==> config.mk <==
export PLATFORM = sky130hd
export DESIGN_NAME = seq_alu
export DESIGN_NICKNAME = d
export VERILOG_FILES = /design/src/rtl/seq_alu.sv
export SDC_FILE = /design/constraint.sdc
export NUM_CORES = 1
export LEC_CHECK = 0
export BUFFER_PORTS_ARGS = -buffer_cell sky130_fd_sc_hd__buf_2
export CORE_MARGIN = 8
export CORE_UTILIZATION = 54
export DETAILED_ROUTE_END_ITERATION = 7
export PLACE_DENSITY = 0.77
export SLEW_MARGIN = 10
export SYNTH_ARGS = -nofsm -noshare
export SYNTH_HDL_FRONTEND = slang
export SYNTH_SLANG_ARGS = --single-unit
==> constraint.sdc <==
create_clock -name clk -period 3.2 [get_ports clk]
set_input_delay 0.32 -clock clk [delete_from_list [all_inputs] [get_ports clk]]
set_output_delay 0.32 -clock clk [all_outputs]
set_load 0.005 [all_outputs]
==> src/rtl/seq_alu.sv <==
// seq_alu: 8-bit ALU for jrb8; single-cycle logic/add/shift ops plus 8-step iterative MUL/MULH.
// Define SEQ_ALU_DIV_EN to build the iterative DIV/MOD path; otherwise opcodes 14/15 return 8'hFF with carry set.
module seq_alu (
    input  logic       clk,
    input  logic       rst,
    input  logic       start,
    input  logic [3:0] op,
    input  logic [7:0] a,
    input  logic [7:0] b,
    input  logic       cin,
    output logic [7:0] result,
    output logic       carry,
    output logic       overflow,
    output logic       done,
    output logic       busy
);
    localparam logic [3:0] OP_ADD = 4'd0,  OP_ADC = 4'd1,  OP_SUB = 4'd2,  OP_SBC = 4'd3;
    localparam logic [3:0] OP_AND = 4'd4,  OP_OR  = 4'd5,  OP_XOR = 4'd6,  OP_NOT = 4'd7;
    localparam logic [3:0] OP_SHL = 4'd8,  OP_SHR = 4'd9,  OP_INC = 4'd10, OP_DEC = 4'd11;
    localparam logic [3:0] OP_MUL = 4'd12, OP_MULH = 4'd13, OP_DIV = 4'd14, OP_MOD = 4'd15;

    typedef enum logic {IDLE, RUN} state_t;

    state_t      state;
    logic [2:0]  cnt;
    logic [1:0]  op_q;
    logic [7:0]  a_q;
    logic [15:0] p;
    logic [15:0] p_next;
    logic [8:0]  mul_sum;
    logic [7:0]  fin_result;
    logic        fin_carry;
    logic        is_iter;
`ifdef SEQ_ALU_DIV_EN
    logic [7:0]  b_q;
    logic [8:0]  div_sh;
    logic        div_ge;
    logic [7:0]  div_rem;
`endif

    // Packs {overflow, carry, result} for every op that completes in one cycle.
    function automatic logic [9:0] alu_single(input logic [3:0] f, input logic [7:0] x,
                                              input logic [7:0] y_in, input logic ci_in);
        logic [7:0]        y;
        logic              ci;
        logic              arith;
        logic [8:0]        s;
        logic [7:0]        r;
        logic              c;
        logic              v;
        logic signed [7:0] xs;
        logic signed [7:0] ys;
        logic signed [7:0] rs;
        y = 8'h00; ci = 1'b0; arith = 1'b0; r = 8'h00; c = 1'b0; v = 1'b0;
        case (f)
            OP_ADD:  begin y = y_in;  ci = 1'b0;  arith = 1'b1; end
            OP_ADC:  begin y = y_in;  ci = ci_in; arith = 1'b1; end
            OP_SUB:  begin y = ~y_in; ci = 1'b1;  arith = 1'b1; end
            OP_SBC:  begin y = ~y_in; ci = ci_in; arith = 1'b1; end
            OP_INC:  begin y = 8'h00; ci = 1'b1;  arith = 1'b1; end
            OP_DEC:  begin y = 8'hFF; ci = 1'b0;  arith = 1'b1; end
            OP_AND:  r = x & y_in;
            OP_OR:   r = x | y_in;
            OP_XOR:  r = x ^ y_in;
            OP_NOT:  r = ~x;
            OP_SHL:  begin r = {x[6:0], 1'b0}; c = x[7]; end
            OP_SHR:  begin r = {1'b0, x[7:1]}; c = x[0]; end
`ifdef SEQ_ALU_DIV_EN
            OP_MOD:  begin r = x; c = 1'b1; end  // only reached on divide by zero
`endif
            default: begin r = 8'hFF; c = 1'b1; end
        endcase
        if (arith) begin
            s  = {1'b0, x} + {1'b0, y} + {8'h00, ci};
            r  = s[7:0];
            c  = s[8];
            xs = $signed(x);
            ys = $signed(y);
            rs = $signed(s[7:0]);
            v  = ((xs < 0) == (ys < 0)) && ((rs < 0) != (xs < 0));
        end
        return {v, c, r};
    endfunction

    always_comb begin
        is_iter = (op == OP_MUL) || (op == OP_MULH);
`ifdef SEQ_ALU_DIV_EN
        if ((op == OP_DIV || op == OP_MOD) && b != 8'h00)
            is_iter = 1'b1;
`endif
    end

    // One shift-add (MUL) or restore-divide (DIV) step; p holds {hi/rem, lo/quotient}.
    always_comb begin
        mul_sum = {1'b0, p[15:8]} + (p[0] ? {1'b0, a_q} : 9'd0);
        p_next  = {mul_sum, p[7:1]};
`ifdef SEQ_ALU_DIV_EN
        div_sh  = {p[15:8], p[7]};
        div_ge  = div_sh >= {1'b0, b_q};
        div_rem = div_ge ? (div_sh[7:0] - b_q) : div_sh[7:0];
        if (op_q[1])
            p_next = {div_rem, p[6:0], div_ge};
`endif
        fin_result = op_q[0] ? p_next[15:8] : p_next[7:0];
        fin_carry  = op_q[1] ? 1'b0 : (p_next[15:8] != 8'h00);
    end

    always_ff @(posedge clk) begin
        if (state == IDLE && start) begin
            a_q  <= a;
            op_q <= op[1:0];
            p    <= {8'h00, (op[1] ? a : b)};
`ifdef SEQ_ALU_DIV_EN
            b_q  <= b;
`endif
        end else if (state == RUN) begin
            p <= p_next;
        end
    end

    always_ff @(posedge clk) begin
        if (rst) begin
            state    <= IDLE;
            cnt      <= 3'd0;
            result   <= 8'h00;
            carry    <= 1'b0;
            overflow <= 1'b0;
            done     <= 1'b0;
            busy     <= 1'b0;
        end else begin
            done <= 1'b0;
            case (state)
                IDLE: begin
                    if (start) begin
                        if (is_iter) begin
                            state <= RUN;
                            busy  <= 1'b1;
                            cnt   <= 3'd0;
                        end else begin
                            {overflow, carry, result} <= alu_single(op, a, b, cin);
                            done <= 1'b1;
                        end
                    end
                end
                RUN: begin
                    if (cnt == 3'd7) begin
                        result   <= fin_result;
                        carry    <= fin_carry;
                        overflow <= 1'b0;
                        done     <= 1'b1;
                        busy     <= 1'b0;
                        cnt      <= 3'd0;
                        state    <= IDLE;
                    end else begin
                        cnt <= cnt + 3'd1;
                    end
                end
                default: state <= IDLE;
            endcase
        end
    end
endmodule

==> impl_table.tex, run 1 <==
\begin{tabular}{lr}
\hline
Metric & Value \\
\hline
\multicolumn{2}{l}{\textbf{Critical path}} \\
Max stage delay cell, worst path & or4\_4 \\
Critical Path, Cell by Cell & and2\_1, ha\_1, inv\_1, fa\_1, nand2b\_1, a21oi\_1, o32a\_1, or4\_4, nor4\_2, o21ai\_1 \\
Endpoint of the worst register-to-register path & carry \\
Worst path max stage delay & 490 ps \\
Cell family with the largest share of critical-path delay & simple AND/OR/NAND/NOR gates \\
Startpoint of the worst setup timing path & p[0] \\
Worst setup endpoint & carry \\
Required time reported for the critical path endpoint & 3380 ps \\
Max FO, Critical Path & 8 \\
Kind of start point of the critical path & flop \\
Launching point of the worst reg2reg path & p[0] \\
Levels on crit path & 10 \\
CP Class & reg2reg \\
Count of buffering cells on the critical path with inverters included & 1 \\
Worst reg2reg setup slack & 530 ps \\
Endpoint kind of the worst setup timing path & flop \\
Logic depth of the worst register-to-register path & 10 \\
Data arrival time at the worst-slack endpoint & 2850 ps \\
\multicolumn{2}{l}{\textbf{Clock tree}} \\
Post CTS Setup Buffer Count & 0 \\
Count of cells resized by post-cts repair & 0 \\
Clock slew at the register clock pins of the worst setup and hold paths & 80 ps \\
Buffer levels on the longest clock path & 2 \\
CTS Root Buffer Type & clkbuf\_8 \\
CTS tree & built \\
Count of hold-fix buffers inserted at cts & 0 \\
Clock tree sinks & 42 \\
Clock Latency Late Sink & 300 ps \\
Count of H-tree levels built during CTS & 2 \\
Cts bufs inserted & 5 \\
\multicolumn{2}{l}{\textbf{Timing}} \\
Final-report hold violation count & 0 \\
Finish-stage setup viols & 0 \\
Setup repair after global routing missed its margin & false \\
Post-Route Skew & 7.17 ps \\
Max-slew violation count & 0 \\
Minimum setup slack in the final design & 534 ps \\
Tightest slew margin relative to the limit & 0.534 \\
Final Hold Slack & 316 ps \\
Share of the clock period used by the worst path after layout & 0.833 \\
Fmax & 375 MHz \\
Post-route minimum period & 2670 ps \\
Slew of the pin with the lowest slew margin & 698 ps \\
Setup TNS after final layout & 0 ps \\
\multicolumn{2}{l}{\textbf{Route}} \\
First-pass DRT Iterations & 4 \\
Average wire length per cell after detail routing & 17.3 um \\
Iter 0 DRT Violations & 259 \\
DRC violations left & 0 \\
Number of routed nets with antenna violations & 0 \\
Post-Route WL & 9250 um \\
Vias & 3247 \\
Average vias per placed instance & 6.06 \\
\multicolumn{2}{l}{\textbf{Global routing}} \\
Gr usage total & 0.196 \\
Vias in the first global route & 3257 \\
Global-route wire length before repair & 15700 um \\
Antenna violations before repair & 0 \\
Aggregate global routing overflow & 0 \\
Maximum number of pins on one net before global-route repair & 36 \\
\multicolumn{2}{l}{\textbf{Synth}} \\
Area fraction in and, or, nand and nor cells after synthesis & 0.191 \\
Flip-flop and latch count after synthesis & 42 \\
Compound-Gate Fraction of Synth Area & 0.247 \\
Gate count of the mapped netlist & 434 \\
Fraction of synthesized area in multiplexers & 0.0559 \\
Post-Synthesis Net Count & 494 \\
Largest family of logic cells by synthesized area & compound AO/OA/AOI/OAI gates \\
XOR/XNOR Fraction of Synth Area & 0.0223 \\
Count of warnings emitted by yosys & 0 \\
Yosys cell types & 60 \\
Number of enable-type register cells in the synthesized netlist & 18 \\
Area share of fa/ha/maj cells after synthesis & 0.134 \\
Seq/Total Area, Yosys & 0.289 \\
Synthesized area & 3540 um2 \\
Most used DFF post-synth & dfxtp\_1 \\
Share of flip-flops with an asynchronous set or reset & 0 \\
Synthesized area per cell & 8.15 um2 \\
\multicolumn{2}{l}{\textbf{Worst hold path}} \\
Path type of the worst min-delay path & in2reg \\
\multicolumn{2}{l}{\textbf{Floorplanning}} \\
Die area & 9400 um2 \\
Effective utilization at floorplan & 0.557 \\
Row Count & 29 \\
Number of primary I/O pins & 36 \\
Die extent in x & 97.0 um \\
Placeable core area & 6350 um2 \\
Die height & 97.0 um \\
\multicolumn{2}{l}{\textbf{Place}} \\
Post-detailed-placement cell area & 3760 um2 \\
Post-DP HPWL & 7260 um \\
Setup slack at placement & 291 ps \\
Quantity of I/O buffers inserted on ports & 35 \\
Final weighted congestion of routability-driven global placement & 0.975 \\
\multicolumn{2}{l}{\textbf{Finish}} \\
NumNets Final & 518 \\
Post-synthesis to final-layout area growth & 9.34\% \\
Inserted Diodes & 0 \\
Finished layout cell area & 3870 um2 \\
Share of cells above drive strength 1 & 0.139 \\
\multicolumn{2}{l}{\textbf{Power}} \\
Worst-case vdd ir drop & 251 uV \\
Leak pwr & 1.70 nW \\
Total power divided by cell area & 368 nW/um2 \\
Final total power & 1.43 mW \\
\multicolumn{2}{l}{\textbf{Flow run}} \\
Max-Cap Viols & 0 \\
\multicolumn{2}{l}{\textbf{Outcome}} \\
Run status & completed \\
\hline
\end{tabular}
[report_power, final]
| group | internal, mW | switching (mW) |
|---|---|---|
| logic | 0.156 | 0.231 |
| clock network | 0.233 | 0.184 |
| registers | 0.599 | 0.0219 |
[worst reg2reg max path, stage by stage, from the launching register on]
cell and delay [ps]:
edfxtp_1 480, and2_1 180, ha_1 190, inv_1 70, fa_1 190, nand2b_1 140, a21oi_1 90, o32a_1 380
or4_4 500, nor4_2 230, o21ai_1 100
[worst min-delay path by stage]
stage          startpoint     end  slack [ps]  cells after the start
2_1_floorplan       start    p[9]         410                      1
3_3_place_gp        p[11]   p[11]         450                      1
3_5_place_dp        p[11]   p[11]         450                      1
4_1_cts              a[1]  a_q[1]         320                      1
5_1_grt              a[1]  a_q[1]         320                      1
6_report             a[1]  a_q[1]         320                      1
[synthesized netlist by cell type (3+ instances only)]
cell type / count / area share
a22oi_1: 6 / 0.013
a22o_1: 4 / 0.0099
mux2i_1: 13 / 0.037
ha_1: 33 / 0.12
a21o_1: 5 / 0.011
and2_1: 9 / 0.016
nor2b_1: 9 / 0.016
a31oi_1: 3 / 0.0053
nor3_1: 12 / 0.017
o22ai_1: 3 / 0.0053
nor2_1: 48 / 0.051
dfxtp_1: 24 / 0.14
xnor2_1: 6 / 0.015
a21oi_1: 32 / 0.045
buf_2: 7 / 0.0099
clkbuf_1: 15 / 0.016
a211oi_1: 12 / 0.025
a221oi_1: 3 / 0.0074
nand2b_1: 8 / 0.014
fa_1: 3 / 0.017
edfxtp_1: 18 / 0.15
nand2_1: 30 / 0.032
o21ai_1: 3 / 0.0042
o31ai_1: 3 / 0.0064
or3_1: 3 / 0.0053
buf_1: 3 / 0.0032
o21ai_0: 31 / 0.044
inv_1: 30 / 0.032
nand3b_1: 4 / 0.0085
nand3_1: 8 / 0.011
xor2_1: 3 / 0.0074
mux2_2: 6 / 0.019
[through the flow]
stage	std cells	utilization
after floorplan	434	-
after global placement	528	0.592
after detailed placement	528	0.592
after CTS	536	0.609
after global routing	536	0.609
final	536	0.609
[layout by cell type (no fill, tap or decap), types with 3 or more instances in the layout]
| master | netlist | routed |
|---|---|---|
| dfxtp_1 | 24 | 24 |
| a22oi_1 | 6 | 6 |
| inv_1 | 30 | 30 |
| nor2_1 | 48 | 48 |
| nand2b_1 | 8 | 8 |
| a31oi_1 | 3 | 3 |
| clkbuf_8 | 0 | 5 |
| fa_1 | 3 | 3 |
| o21ai_0 | 31 | 31 |
| buf_4 | 0 | 7 |
| and2_1 | 9 | 9 |
| ha_1 | 33 | 33 |
| or3_1 | 3 | 3 |
| buf_2 | 7 | 35 |
| nand3_1 | 8 | 8 |
| mux2i_1 | 13 | 13 |
| xor2_1 | 3 | 3 |
| mux2_2 | 6 | 6 |
| o21ai_1 | 3 | 3 |
| a21o_1 | 5 | 5 |
| o31ai_1 | 3 | 3 |
| o22ai_1 | 3 | 3 |
| nor3_1 | 12 | 12 |
| xnor2_1 | 6 | 6 |
| nand2_1 | 30 | 30 |
| a211oi_1 | 12 | 12 |
| a21oi_1 | 32 | 32 |
| nor2b_1 | 9 | 9 |
| nand3b_1 | 4 | 4 |
| edfxtp_1 | 18 | 18 |
| a22o_1 | 4 | 4 |
| a221oi_1 | 3 | 3 |
[registers in the layout, indices dropped and copies added, names as in the netlist]
| signal | cells |
|---|---|
| a_q | 8 |
| busy | 1 |
| carry | 1 |
| cnt | 3 |
| done | 1 |
| op_q | 2 |
| overflow | 1 |
| p | 16 |
| result | 8 |
| state | 1 |
[layout make-up]
| type | instances | area, um2 |
|---|---|---|
| Timing Repair Buffer | 42 | 228 |
| Clock buffer | 6 | 72.6 |
| Multi-Input combinational cell | 336 | 2300 |
| Clock inverter | 2 | 36.3 |
| Fill cell | 565 | 2480 |
| Tap cell | 77 | 96.3 |
| Inverter | 31 | 116 |
| Sequential cell | 42 | 1020 |
[cells by family (layout without fill, tap and decap cells)]
family	after synthesis	after routing
adders and majority gates	36	36
DFF	42	42
muxes	19	19
xor gates and xnor gates	9	9
AOI/OAI and AO/OA	132	132
and+or+nand+nor	140	140
buffers and inverters	56	81
[layer usage]
metal / part of all wire / global-route usage / up-vias
li1: - / - / 1612
met1: 0.43 / 0.243 / 1506
met2: 0.48 / 0.335 / 111
met3: 0.056 / 0.0220 / 18
met4: 0.027 / 0.0828 / 0
met5: 0 / 0 / -
(Power assumes the default switching activity.)
==> run 2, diff against run 1 <==
--- a/config.mk
+++ b/config.mk
@@ -7,9 +7,9 @@
 export LEC_CHECK = 0
 export BUFFER_PORTS_ARGS = -buffer_cell sky130_fd_sc_hd__buf_2
 export CORE_MARGIN = 8
-export CORE_UTILIZATION = 54
+export CORE_UTILIZATION = 60
 export DETAILED_ROUTE_END_ITERATION = 7
-export PLACE_DENSITY = 0.77
+export PLACE_DENSITY = 0.81
 export SLEW_MARGIN = 10
 export SYNTH_ARGS = -nofsm -noshare
 export SYNTH_HDL_FRONTEND = slang
==> constraint.sdc (replaced) <==
create_clock -name clk -period 2.7 [get_ports clk]
set_input_delay 0.27 -clock clk [delete_from_list [all_inputs] [get_ports clk]]
set_output_delay 0.27 -clock clk [all_outputs]
set_load 0.005 [all_outputs]
==> impl_table.tex, run 2 (same netlist as run 1, synthesis figures left out) <==
\begin{tabular}{lr}
\hline
Metric & Value \\
\hline
\multicolumn{2}{l}{\textbf{Timing}} \\
Post-route minimum period & 2540 ps (was 2670 ps) \\
Setup repair after global routing missed its margin & false (unchanged) \\
Final-report hold violation count & 0 (unchanged) \\
Setup TNS after final layout & 0 ps (unchanged) \\
Finish-stage setup viols & 0 (unchanged) \\
Max-slew violation count & 0 (unchanged) \\
Post-Route Skew & 11.1 ps (was 7.17 ps) \\
Fmax & 393 MHz (was 375 MHz) \\
Tightest slew margin relative to the limit & 0.686 (was 0.534) \\
Minimum setup slack in the final design & 156 ps (was 534 ps) \\
Slew of the pin with the lowest slew margin & 470 ps (was 698 ps) \\
Share of the clock period used by the worst path after layout & 0.942 (was 0.833) \\
\multicolumn{2}{l}{\textbf{Floorplanning}} \\
Die extent in x & 92.8 um (was 97.0 um) \\
Placeable core area & 5820 um2 (was 6350 um2) \\
Die area & 8610 um2 (was 9400 um2) \\
Die height & 92.8 um (was 97.0 um) \\
Number of primary I/O pins & 36 (unchanged) \\
Effective utilization at floorplan & 0.608 (was 0.557) \\
Row Count & 28 (was 29) \\
\multicolumn{2}{l}{\textbf{Clock tree}} \\
Buffer levels on the longest clock path & 2 (unchanged) \\
Clock tree sinks & 42 (unchanged) \\
CTS tree & built (unchanged) \\
Clock slew at the register clock pins of the worst setup and hold paths & 90 ps (was 80 ps) \\
CTS Root Buffer Type & clkbuf\_8 (unchanged) \\
Cts bufs inserted & 5 (unchanged) \\
Clock Latency Late Sink & 300 ps (about the same) \\
Count of H-tree levels built during CTS & 2 (unchanged) \\
\multicolumn{2}{l}{\textbf{Finish}} \\
Inserted Diodes & 0 (unchanged) \\
Share of cells above drive strength 1 & 0.162 (was 0.139) \\
Finished layout cell area & 3920 um2 (was 3870 um2) \\
Area taken by flip-flops and latches & 1020 um2 (unchanged) \\
Multi-input gate area & 2300 um2 (about the same) \\
Largest registers & p: 16 flops, a\_q: 8 flops, result: 8 flops (unchanged) \\
Largest reg by FF count & p (unchanged) \\
Fill count & 516 (was 565) \\
NumNets Final & 527 (was 518) \\
Most common cell after layout, fill and taps aside & nor2\_1 (unchanged) \\
Post-synthesis to final-layout area growth & 10.9\% (was 9.34\%) \\
Most frequent cells in the layout & 48 x nor2\_1, 35 x buf\_2, 33 x ha\_1 (unchanged) \\
Number of flip-flops in the largest register & 16 (unchanged) \\
\multicolumn{2}{l}{\textbf{Outcome}} \\
Run status & completed (unchanged) \\
\multicolumn{2}{l}{\textbf{Power}} \\
Portion of total power attributed to sequential cells & 0.451 (was 0.436) \\
Worst-case vdd ir drop & 256 uV (was 251 uV) \\
Total power divided by cell area & 416 nW/um2 (was 368 nW/um2) \\
Internal power contribution & 1.09 mW (was 0.988 mW) \\
Final total power & 1.63 mW (was 1.43 mW) \\
Proportion of power drawn by combinational gates & 0.291 (was 0.271) \\
Part of the total power dissipated in the clock network & 0.258 (was 0.293) \\
Switching power share of the total & 0.330 (was 0.307) \\
Leak pwr & 1.73 nW (was 1.70 nW) \\
Reported net switching power & 0.539 mW (was 0.438 mW) \\
\multicolumn{2}{l}{\textbf{Global routing}} \\
Gr usage total & 0.223 (was 0.196) \\
Vias in the first global route & 3245 (was 3257) \\
Antenna violations before repair & 0 (unchanged) \\
Aggregate global routing overflow & 0 (unchanged) \\
Global-route wire length before repair & 15700 um (unchanged) \\
Maximum number of pins on one net before global-route repair & 36 (unchanged) \\
\multicolumn{2}{l}{\textbf{Critical path}} \\
Data arrival time at the worst-slack endpoint & 2740 ps (was 2850 ps) \\
Endpoint kind of the worst setup timing path & flop (unchanged) \\
Required time reported for the critical path endpoint & 2900 ps (was 3380 ps) \\
CP Class & reg2reg (unchanged) \\
Max FO, Critical Path & 5 (was 8) \\
Logic depth of the worst register-to-register path & 8 (was 10) \\
Worst path max stage delay & 490 ps (about the same) \\
Critical Path, Cell by Cell & buf\_4, and2\_1, ha\_1, or3\_1, o32a\_1, or4\_4, nor4\_2, o21ai\_1 (was and2\_1, ha\_1, inv\_1, fa\_1, nand2b\_1, a21oi\_1, o32a\_1, or4\_4, nor4\_2, o21ai\_1) \\
Max stage delay cell, worst path & or4\_4 (unchanged) \\
Kind of start point of the critical path & flop (unchanged) \\
Cell family with the largest share of critical-path delay & simple AND/OR/NAND/NOR gates (unchanged) \\
Levels on crit path & 8 (was 10) \\
Count of buffering cells on the critical path with inverters included & 1 (unchanged) \\
\multicolumn{2}{l}{\textbf{Place}} \\
Setup slack at placement & 49.4 ps (was 291 ps) \\
Post-detailed-placement cell area & 3810 um2 (was 3760 um2) \\
Post-DP HPWL & 7360 um (was 7260 um) \\
Quantity of I/O buffers inserted on ports & 35 (unchanged) \\
Final weighted congestion of routability-driven global placement & 0.909 (was 0.975) \\
\multicolumn{2}{l}{\textbf{Route}} \\
Average wire length per cell after detail routing & 17.3 um (about the same) \\
Number of routed nets with antenna violations & 0 (unchanged) \\
First-pass DRT Iterations & 5 (was 4) \\
Post-Route WL & 9410 um (was 9250 um) \\
Average vias per placed instance & 6.15 (was 6.06) \\
DRC violations left & 0 (unchanged) \\
Iter 0 DRT Violations & 292 (was 259) \\
Vias & 3342 (was 3247) \\
\multicolumn{2}{l}{\textbf{Worst hold path}} \\
Worst hold stages & 2 (was 1) \\
Path type of the worst min-delay path & in2reg (unchanged) \\
\multicolumn{2}{l}{\textbf{Flow run}} \\
Max-Cap Viols & 0 (unchanged) \\
\hline
\end{tabular}
==> run 2: cell count changes in the layout (fill, tap and decap cells not counted) <==
| cell | change |
|---|---|
| bufinv_16 | -1 |
| buf_4 | +9 |
| fa_2 | +2 |
| fa_1 | -2 |
| clkbuf_1 | -1 |
| clkinv_4 | +1 |
| inv_6 | +1 |
==> run 2: area by class of cell <==
cell class / count / area share
multi-input cells: 336 / 0.587
flip-flops and latches: 42 / 0.260
repair buffers: 51 / 0.0753
inverters: 31 / 0.0297
well taps: 75 / 0.0239
clock buffers: 5 / 0.0175
clock inverters: 3 / 0.00606
==> run 2: worst paths after layout <==
check | slack [ps] | start | to
max | 160 | p[0] | carry
min | 280 | start | p[15]
max reg2reg | 160 | p[0] | carry
min reg2reg | 470 | overflow | overflow
==> run 2: worst register-to-register path, cell delays in order (launching register included) <==
cell and delay, ps:
edfxtp_1 430, buf_4 170, and2_1 170, ha_1 250, or3_1 390, o32a_1 330, or4_4 490, nor4_2 140
o21ai_1 80
==> run 2: metal layers <==
metal / global-route usage / routed length, um / vias to the layer above
met5: 0 / 0 / -
met4: 0.0752 / 177 / 0
met3: 0.0243 / 506 / 12
met2: 0.389 / 4710 / 121
met1: 0.279 / 4020 / 1585
li1: - / - / 1624
==> run 2: timing repair <==
item | in CTS | in global routing
hold buffers | 0 | 0
gates resized for setup | 0 | 0
setup buffers | 0 | 2
setup endpoints to repair | 0 | 2
==> run 2: stage by stage <==
step / hold WS, ps / utilization / instances
global placement: 447 / 0.656 / 533
detailed placement: 460 / 0.656 / 533
global route: 270 / 0.674 / 543
floorplan: 362 / - / 434
finish: 278 / 0.674 / 543
CTS: 272 / 0.672 / 541
==> run 2: power by group through the flow <==
stage                     logic [mW]  clock network (mW)  registers (mW)
after global placement         0.448                   0           0.748
after global routing           0.524               0.459           0.741
after detailed placement       0.463                   0           0.751
final                          0.475               0.421           0.736
after CTS                      0.465               0.427           0.737
after floorplan                0.318                   0           0.743
==> run 3, diff against run 2 <==
--- a/config.mk
+++ b/config.mk
@@ -5,6 +5,7 @@
 export SDC_FILE = /design/constraint.sdc
 export NUM_CORES = 1
 export LEC_CHECK = 0
+export ABC_AREA = 1
 export BUFFER_PORTS_ARGS = -buffer_cell sky130_fd_sc_hd__buf_2
 export CORE_MARGIN = 8
 export CORE_UTILIZATION = 60
==> impl_table.tex, run 3 <==
\begin{tabular}{lr}
\hline
Metric & Value \\
\hline
\multicolumn{2}{l}{\textbf{Critical path}} \\
Required time reported for the critical path endpoint & 2910 ps (was 2900 ps) \\
Logic depth of the worst register-to-register path & 12 (was 8) \\
Max FO, Critical Path & 8 (was 5) \\
Worst reg2reg setup slack & 350 ps (was 160 ps) \\
Endpoint of the worst register-to-register path & result[3] (was carry) \\
CP Class & in2reg (was reg2reg) \\
Kind of start point of the critical path & input port (was flop) \\
Launching point of the worst reg2reg path & p[0] (unchanged) \\
Endpoint kind of the worst setup timing path & flop (unchanged) \\
Data arrival time at the worst-slack endpoint & 2590 ps (was 2740 ps) \\
\multicolumn{2}{l}{\textbf{Power}} \\
Worst-case vdd ir drop & 211 uV (was 256 uV) \\
Part of the total power dissipated in the clock network & 0.268 (was 0.258) \\
Leak pwr & 1.97 nW (was 1.73 nW) \\
Proportion of power drawn by combinational gates & 0.262 (was 0.291) \\
Portion of total power attributed to sequential cells & 0.469 (was 0.451) \\
Switching power share of the total & 0.335 (was 0.330) \\
Internal power contribution & 1.03 mW (was 1.09 mW) \\
Total power divided by cell area & 410 nW/um2 (was 416 nW/um2) \\
Reported net switching power & 0.518 mW (was 0.539 mW) \\
\multicolumn{2}{l}{\textbf{Clock tree}} \\
Clock Latency Late Sink & 300 ps (about the same) \\
Count of H-tree levels built during CTS & 2 (unchanged) \\
Clock slew at the register clock pins of the worst setup and hold paths & 90 ps (about the same) \\
Count of cells resized by post-cts repair & 0 (unchanged) \\
Post CTS Setup Buffer Count & 0 (unchanged) \\
CTS tree & built (unchanged) \\
Clock tree sinks & 42 (unchanged) \\
Cts bufs inserted & 5 (unchanged) \\
Buffer levels on the longest clock path & 2 (unchanged) \\
Count of hold-fix buffers inserted at cts & 0 (unchanged) \\
CTS Root Buffer Type & clkbuf\_8 (unchanged) \\
\multicolumn{2}{l}{\textbf{Timing}} \\
Slew of the pin with the lowest slew margin & 617 ps (was 470 ps) \\
Post-route minimum period & 2380 ps (was 2540 ps) \\
Max-slew violation count & 0 (unchanged) \\
Finish-stage setup viols & 0 (unchanged) \\
Share of the clock period used by the worst path after layout & 0.882 (was 0.942) \\
Post-Route Skew & 7.66 ps (was 11.1 ps) \\
Setup repair after global routing missed its margin & false (unchanged) \\
Tightest slew margin relative to the limit & 0.588 (was 0.686) \\
Final-report hold violation count & 0 (unchanged) \\
Fmax & 420 MHz (was 393 MHz) \\
Setup TNS after final layout & 0 ps (unchanged) \\
\multicolumn{2}{l}{\textbf{Synth}} \\
Count of warnings emitted by yosys & 0 (unchanged) \\
Largest area contributor in the synthesized netlist & edfxtp\_1 (unchanged) \\
Number of enable-type register cells in the synthesized netlist & 18 (unchanged) \\
Synthesized area & 3400 um2 (was 3540 um2) \\
Cell types occupying the most area after synthesis & edfxtp\_1 16\%, nand2\_1 15\%, dfxtp\_1 14\% (was edfxtp\_1 15\%, dfxtp\_1 14\%, ha\_1 12\%) \\
Gate count of the mapped netlist & 504 (was 434) \\
Yosys cell types & 33 (was 60) \\
Post-synth top area share & 0.159 (was 0.153) \\
Flip-flop and latch count after synthesis & 42 (unchanged) \\
Leading cell type by number of instances after synthesis & nand2\_1 (was nor2\_1) \\
Seq/Total Area, Yosys & 0.300 (was 0.289) \\
Top cells by count, synth & 134 x nand2\_1, 73 x inv\_1, 50 x a21oi\_1, 46 x o21ai\_0, 37 x nor2\_1 (was 48 x nor2\_1, 33 x ha\_1, 32 x a21oi\_1, 31 x o21ai\_0) \\
Post-Synthesis Net Count & 564 (was 494) \\
Most used DFF post-synth & dfxtp\_1 (unchanged) \\
Synthesized area per cell & 6.75 um2 (was 8.15 um2) \\
Share of flip-flops with an asynchronous set or reset & 0 (unchanged) \\
\multicolumn{2}{l}{\textbf{Floorplanning}} \\
Placeable core area & 5510 um2 (was 5820 um2) \\
Die height & 91.3 um (was 92.8 um) \\
Effective utilization at floorplan & 0.617 (was 0.608) \\
Row Count & 27 (was 28) \\
Die extent in x & 91.3 um (was 92.8 um) \\
Die area & 8330 um2 (was 8610 um2) \\
Number of primary I/O pins & 36 (unchanged) \\
\multicolumn{2}{l}{\textbf{Global routing}} \\
Vias in the first global route & 3424 (was 3245) \\
Gr usage total & 0.227 (was 0.223) \\
Global-route wire length before repair & 15700 um (about the same) \\
Aggregate global routing overflow & 0 (unchanged) \\
Maximum number of pins on one net before global-route repair & 24 (was 36) \\
Antenna violations before repair & 0 (unchanged) \\
\multicolumn{2}{l}{\textbf{Worst hold path}} \\
Worst hold stages & 2 (unchanged) \\
Launch instance of the worst min-delay path & rst (was start) \\
Path type of the worst min-delay path & in2reg (unchanged) \\
Worst-case hold path end point & cnt[2] (was p[15]) \\
\multicolumn{2}{l}{\textbf{Finish}} \\
Finished layout cell area & 3770 um2 (was 3920 um2) \\
Final core utilization & 0.685 (was 0.674) \\
Most common cell after layout, fill and taps aside & nand2\_1 (was nor2\_1) \\
Inserted Diodes & 0 (unchanged) \\
Largest reg by FF count & p (unchanged) \\
NumNets Final & 605 (was 527) \\
Most frequent cells in the layout & 134 x nand2\_1, 73 x inv\_1, 50 x a21oi\_1 (was 48 x nor2\_1, 35 x buf\_2, 33 x ha\_1) \\
Post-synthesis to final-layout area growth & 11.0\% (was 10.9\%) \\
Share of cells above drive strength 1 & 0.112 (was 0.162) \\
Largest registers & p: 16 flops, a\_q: 8 flops, result: 8 flops (unchanged) \\
Number of flip-flops in the largest register & 16 (unchanged) \\
Fill count & 499 (was 516) \\
\multicolumn{2}{l}{\textbf{Route}} \\
Vias & 3540 (was 3342) \\
Average vias per placed instance & 5.73 (was 6.15) \\
Number of routed nets with antenna violations & 0 (unchanged) \\
Iter 0 DRT Violations & 245 (was 292) \\
Average wire length per cell after detail routing & 15.0 um (was 17.3 um) \\
First-pass DRT Iterations & 5 (unchanged) \\
DRC violations left & 0 (unchanged) \\
Post-Route WL & 9270 um (was 9410 um) \\
\multicolumn{2}{l}{\textbf{Place}} \\
Final weighted congestion of routability-driven global placement & 0.964 (was 0.909) \\
Quantity of I/O buffers inserted on ports & 35 (unchanged) \\
Post-detailed-placement cell area & 3680 um2 (was 3810 um2) \\
Post-DP HPWL & 7380 um (was 7360 um) \\
\multicolumn{2}{l}{\textbf{Flow run}} \\
Max-Cap Viols & 0 (unchanged) \\
\multicolumn{2}{l}{\textbf{Outcome}} \\
Run status & completed (unchanged) \\
\hline
\end{tabular}
==> run 3: layout make-up <==
type	instances	area [um2]	area share
clock buffer	5	68.8	0.0182
clock inverter	3	21.3	0.00564
inverter	78	293	0.0776
multi-input combinational	375	2040	0.542
sequential	42	1020	0.271
tap	72	90.1	0.0239
timing repair buffer	43	235	0.0624
==> run 3: logic make-up after synthesis <==
logic type	share of synthesized area
compound gates	0.185
xor+xnor	0.00515
fa+ha+maj	0.139
buf+inv	0.0986
flops	0.300
simple gates	0.272
==> run 3: worst max-delay path by stage <==
stage	startpoint	endpoint	slack, ps	cells after the start
floorplan	op[2]	result[6]	50	16
global placement	op[3]	result[6]	170	17
detailed placement	op[2]	result[6]	40	17
CTS	op[2]	result[6]	350	17
global route	op[2]	result[6]	140	17
finish	op[2]	result[6]	320	17
==> run 3: routing by layer <==
layer | track usage | vias to the layer above | part of all wire
met5 | 0 | - | 0
met4 | 0.117 | 0 | 0.041
met3 | 0.0346 | 39 | 0.062
met2 | 0.397 | 140 | 0.49
met1 | 0.261 | 1618 | 0.40
li1 | - | 1743 | -
==> run 3: stage by stage <==
step	hold WS, ps	cells	power (mW)	worst slack [ps]
after floorplan	339	504	1.00	47.8
final	197	618	1.55	320
after detailed placement	459	610	1.14	39.3
after CTS	195	618	1.54	354
after global routing	203	618	1.63	145
after global placement	456	610	1.12	166
==> run 3: critical path, cell delays in order <==
cell	delay (ps)
buf_2	150
nor2_1	200
a21boi_1	280
a21oi_1	90
o21ai_0	120
fa_1	240
inv_1	60
fa_1	400
o21ai_0	170
buf_4	150
nand2_1	60
nand3_1	70
nand3_1	80
nand3_1	80
nand3_1	70
nand2_1	70
inv_1	30
==> run 3: power groups by stage <==
stage / logic [mW] / clock network [mW] / registers, mW
after floorplan: 0.266 / 0 / 0.735
after global placement: 0.385 / 0 / 0.739
after detailed placement: 0.398 / 0 / 0.741
after CTS: 0.401 / 0.416 / 0.726
after global routing: 0.459 / 0.444 / 0.731
final: 0.406 / 0.415 / 0.727
